### src/rtl/expr_tx.sv
// Serialises a captured BCD expression "d (op d)*" as ASCII bytes over a valid/ready stream.
// One byte per accepted transfer, followed by a single-cycle done pulse.
module expr_tx #(
  parameter logic [7:0] PLUS_CHAR = 8'h2B,
  parameter logic [7:0] MUL_CHAR  = 8'h2A
) (
  input  logic        clk,
  input  logic        clr_n,
  input  logic        start,
  input  logic [2:0]  n_ops,
  input  logic [31:0] digits,
  input  logic [6:0]  ops,
  input  logic        out_ready,
  output logic [7:0]  out,
  output logic        out_valid,
  output logic        out_last,
  output logic        busy,
  output logic        done,
  output logic        err,
  output logic [1:0]  state_dbg
);

  typedef enum logic [1:0] {
    IDLE = 2'd0,
    DIG  = 2'd1,
    OP   = 2'd2,
    FIN  = 2'd3
  } state_t;

  state_t      state_q, state_d;
  logic [2:0]  k_q, k_d;
  logic [2:0]  n_q, n_d;
  logic [31:0] dig_q, dig_d;
  logic [6:0]  ops_q, ops_d;
  logic [7:0]  out_q, out_d;
  logic        valid_q, valid_d;
  logic        last_q, last_d;
  logic        done_q, done_d;
  logic        err_q, err_d;

  logic        xfer;
  logic        bad_req;
  logic [2:0]  k_inc;
  logic [3:0]  nxt_dig;

  // Stream handshake: a byte moves when out_valid and out_ready are both high
  // at a rising edge; while out_valid is high and no transfer happens, out,
  // out_valid and out_last are held unchanged.
  assign xfer    = valid_q & out_ready;
  assign k_inc   = k_q + 3'd1;
  assign nxt_dig = dig_q[{k_inc, 2'b00} +: 4];

  // Only terms 0..n_ops are checked; nibbles beyond the operator count are don't-care.
  always_comb begin
    bad_req = 1'b0;
    for (int i = 0; i < 8; i++) begin
      if ((3'(i) <= n_ops) && (digits[4*i +: 4] > 4'd9)) begin
        bad_req = 1'b1;
      end
    end
  end

  always_comb begin
    state_d = state_q;
    k_d     = k_q;
    n_d     = n_q;
    dig_d   = dig_q;
    ops_d   = ops_q;
    out_d   = out_q;
    valid_d = valid_q;
    last_d  = last_q;
    done_d  = 1'b0;
    err_d   = err_q;

    case (state_q)
      IDLE: begin
        if (start) begin
          n_d   = n_ops;
          dig_d = digits;
          ops_d = ops;
          k_d   = 3'd0;
          err_d = bad_req;
          if (!bad_req) begin
            state_d = DIG;
            out_d   = 8'h30 + {4'h0, digits[3:0]};
            valid_d = 1'b1;
            last_d  = (n_ops == 3'd0);
          end
        end
      end
      DIG: begin
        if (xfer) begin
          if (k_q == n_q) begin
            state_d = FIN;
            out_d   = 8'h00;
            valid_d = 1'b0;
            last_d  = 1'b0;
            done_d  = 1'b1;
          end else begin
            state_d = OP;
            out_d   = ops_q[k_q] ? MUL_CHAR : PLUS_CHAR;
            last_d  = 1'b0;
          end
        end
      end
      OP: begin
        if (xfer) begin
          state_d = DIG;
          k_d     = k_inc;
          out_d   = 8'h30 + {4'h0, nxt_dig};
          last_d  = (k_inc == n_q);
        end
      end
      FIN: begin
        state_d = IDLE;
      end
      default: begin
        state_d = IDLE;
      end
    endcase
  end

  always_ff @(posedge clk or negedge clr_n) begin
    if (!clr_n) begin
      state_q <= IDLE;
      k_q     <= 3'd0;
      n_q     <= 3'd0;
      dig_q   <= 32'd0;
      ops_q   <= 7'd0;
      out_q   <= 8'h00;
      valid_q <= 1'b0;
      last_q  <= 1'b0;
      done_q  <= 1'b0;
      err_q   <= 1'b0;
    end else begin
      state_q <= state_d;
      k_q     <= k_d;
      n_q     <= n_d;
      dig_q   <= dig_d;
      ops_q   <= ops_d;
      out_q   <= out_d;
      valid_q <= valid_d;
      last_q  <= last_d;
      done_q  <= done_d;
      err_q   <= err_d;
    end
  end

  assign out       = out_q;
  assign out_valid = valid_q;
  assign out_last  = last_q;
  assign done      = done_q;
  assign err       = err_q;
  assign busy      = (state_q != IDLE);
  assign state_dbg = state_q;

endmodule
### config.mk
export PLATFORM = sky130hd
export DESIGN_NAME = expr_tx
export DESIGN_NICKNAME = d
export VERILOG_FILES = /design/src/rtl/expr_tx.sv
export SDC_FILE = /design/constraint.sdc
export NUM_CORES = 1
export LEC_CHECK = 0
export BUFFER_PORTS_ARGS = -buffer_cell sky130_fd_sc_hd__buf_2
export CAP_MARGIN = 20
export CELL_PAD_IN_SITES_DETAIL_PLACEMENT = 1
export CELL_PAD_IN_SITES_GLOBAL_PLACEMENT = 1
export CORE_ASPECT_RATIO = 1.2
export CORE_MARGIN = 3
export CORE_UTILIZATION = 44
export DETAILED_ROUTE_END_ITERATION = 8
export HOLD_SLACK_MARGIN = 0.1
export PLACE_DENSITY = 0.8
export SLEW_MARGIN = 10
export SYNTH_ARGS = -nofsm -noshare
export SYNTH_HDL_FRONTEND = slang
export SYNTH_SLANG_ARGS = --single-unit
export TNS_END_PERCENT = 30
### constraint.sdc
create_clock -name clk -period 2.24 [get_ports clk]
set_input_delay 0.112 -clock clk [delete_from_list [all_inputs] [get_ports clk]]
set_output_delay 0.112 -clock clk [all_outputs]
set_load 0.05 [all_outputs]
==> results.json <==
{
  "status": "complete, no violations",
  "initial_core_util_pct": 46.42,
  "drc": 0,
  "track_usage_pct": 22.25,
  "fin_cells": 414,
  "via_per_inst": 5.181,
  "post_synth_inst_count": 218,
  "grt_pass1_vias": 2380,
  "peakVddDrop_uv": 769.7,
  "fin_crit_ps": 2153,
  "path_delay_family": "compound AO/OA/AOI/OAI gates",
  "maxSlewViolCount": 0,
  "nets": 379,
  "cts.sinks": 57,
  "placed_cells": 354,
  "worst_path_max_delay_cell": "dlygate4sd3_1",
  "fmax_mhz": 464.5,
  "core_region_area_mm2": 0.006167,
  "arrival_ps": 2370,
  "setup_viol": 0,
  "hold_slack_ps": 134.7,
  "die_w_um": 79.64,
  "crit_type": "in -> reg",
  "worst_slew_pin_slew_ps": 641.1,
  "hold_class": "in -> reg",
  "fin_skew_ps": 10.54,
  "final_antenna_net_count": 0,
  "rsz0062_at_grt": "no",
  "cts_tree": "yes",
  "yosys-top-cells-area": "dfrtp_1 50%, mux2_2 17%, mux4_2 7.1%",
  "fillers": 637,
  "vias": 2145,
  "cts_max_level": 3,
  "post-cts-setup-buffer-count": 0,
  "synth-seq-cells": 57,
  "syn2layout_area_growth_pct": 36.19,
  "synth_warnings": 0,
  "worstPathRequired_ps": 2460,
  "p_leak_nw": 1.777,
  "syn_area_per_cell_um2": 13.13,
  "multiInputGateArea_mm2": 0.001350,
  "path_cells": "dlygate4sd3_1, buf_2, o21ai_2, nand4_1, a211oi_2, nand2_2, a211o_2, mux2_4",
  "finalHoldViolations": 0,
  "worst_skew_pair.late_latency_ps": 340,
  "clock_path_buffers": 2,
  "end_kind": "flop",
  "antenna_found_initial": 0,
  "dieArea_mm2": 0.007514,
  "drive_gt1_share_pct": 45.32,
  "cp_slowest_stage_delay_ps": 530,
  "timing.slew.headroom_pct": 57.26,
  "dp_hpwl_um": 5108,
  "synth_top_cell_by_area": "dfrtp_1",
  "place_congestion": 0.7682,
  "wire_per_inst_um": 18.13,
  "clk_pin_slew_ps": 60,
  "syn_area_mm2": 0.002863,
  "ios": 61,
  "grt_max_degree": 30,
  "maxCapViolCount": 0,
  "fp.dieH_um": 94.36,
  "drt_wl_total_um": 7506,
  "grt.overflow.total": 0,
  "dr.pass1.iters": 4,
  "synth_top_area_share_pct": 49.83,
  "cts-root-buf": "clkbuf_8",
  "ys_types": 37,
  "register_area_mm2": 0.001429,
  "cts_buffers": 9,
  "yosysSeqAreaShare_pct": 49.83,
  "design_power_total_mw": 5.432,
  "synth_edf_count": 0,
  "critPathBufInv": 2,
  "startpoint_type": "primary input",
  "tns_ps": 0,
  "drt_iter0_markers": 81,
  "synth_ff_type": "dfrtp_1",
  "grt_pass1_wl_um": 12390,
  "num_rows": 31,
  "period_share_pct": 96.12,
  "critPathMaxFanout": 7,
  "async_flop_share_pct": 100.0,
  "io_buffer_count": 58,
  "power.density_mw_per_mm2": 1393
}
-- per-stage QoR --
step           cell area, um2  worst slack [ps]  util [%]
2_1_floorplan            2875             16.57         -
3_3_place_gp             3257             213.4     52.81
3_5_place_dp             3257             155.1     52.81
4_1_cts                  3895             27.13     63.16
5_1_grt                  3896             59.92     63.18
6_report                 3899             86.96     63.22
-- cell type report --
| class | count | share of cell area (%) |
|---|---|---|
| clock inverters | 2 | 0.8986 |
| repair buffers | 107 | 19.64 |
| clock buffers | 14 | 4.429 |
| well taps | 82 | 2.632 |
| inverters | 10 | 1.059 |
| flip-flops and latches | 57 | 36.65 |
| multi-input cells | 141 | 34.63 |
| diodes | 1 | 0.06418 |
-- placed cells by master (no fill, tap or decap), drive strengths merged --
master	synthesis	layout
a211o	1	1
a211oi	1	1
a21boi	1	1
a21o	1	1
a21oi	2	2
a22o	2	2
a22oi	3	3
a31oi	3	3
and2	1	1
buf	5	64
bufinv	0	1
clkbuf	6	14
clkinv	0	1
clkinvlp	0	1
conb	1	2
dfrtp	57	57
diode	0	1
dlygate4sd3	0	43
ha	7	7
inv	10	9
mux2	49	49
mux2i	6	6
mux4	9	9
nand2	11	11
nand3	4	4
nand3b	1	1
nand4	2	2
nor2	7	7
nor3	2	2
o211ai	4	4
o21a	1	1
o21ai	13	13
o22ai	1	1
or3	1	1
xnor2	1	1
xor2	5	5
-- flip-flops by register name, summed over array words and instances, names as in the netlist --
name / cells
err: 1
ops_q: 7
out_valid: 1
done: 1
state_dbg: 2
dig_q: 32
n_q: 3
out: 6
out_last: 1
k_q: 3
-- cell usage after synthesis (all sizes together), types with 2 or more instances --
| master | count |
|---|---|
| a31oi | 3 |
| ha | 7 |
| mux2 | 49 |
| buf | 5 |
| o21ai | 13 |
| a21oi | 2 |
| a22o | 2 |
| clkbuf | 6 |
| dfrtp | 57 |
| xor2 | 5 |
| o211ai | 4 |
| inv | 10 |
| nor2 | 7 |
| mux4 | 9 |
| mux2i | 6 |
| nand4 | 2 |
| a22oi | 3 |
| nor3 | 2 |
| nand2 | 11 |
| nand3 | 4 |
-- what timing repair did --
item | in CTS | in global routing
hold buffers | 43 | 0
gates resized for setup | 0 | 2
endpoints found under the setup margin | 0 | 6
endpoints found under the hold margin | 68 | 0
-- cell families after synthesis --
group / after synthesis / share of synthesized area, %
muxes: 64 / 29.24
DFF: 57 / 49.83
buffers and inverters: 21 / 3.365
and+or+nand+nor: 29 / 4.634
AOI/OAI and AO/OA: 33 / 7.911
adders and majority gates: 7 / 3.059
xor gates and xnor gates: 6 / 1.836
other: 1 / 0.1310
-- path summary, 6_finish.rpt --
check,startpoint,endpoint,depth (start not counted),slack (ps)
worst max-delay path,digits[6],out[2],8,90
worst min-delay path,n_ops[2],n_q[2],2,130
worst max register to register,state_dbg[1],out[2],8,150
worst min register to register,ops_q[4],ops_q[4],1,500
max in group asynchronous,clr_n,dig_q[19],3,1230
min in group asynchronous,clr_n,dig_q[12],2,330
-- routing by layer --
layer,wire length (um),share of wire (%),track usage (%),up-vias
li1,-,-,-,1012
met2,3915,52,37.81,50
met1,3167,42,27.51,1069
met3,284,3.8,5.153,14
met4,138,1.8,8.309,0
met5,0,0,0,-
-- power by group --
part / total [mW] / leakage (nW) / switching (mW) / internal, mW
Clock: 1.01 / 0.107 / 0.408 / 0.604
Combinational: 2.54 / 0.998 / 1.30 / 1.24
Sequential: 1.88 / 0.672 / 0.335 / 1.54
Total: 5.43 / 1.78 / 2.04 / 3.39
Power figures use the tool's default switching activity.
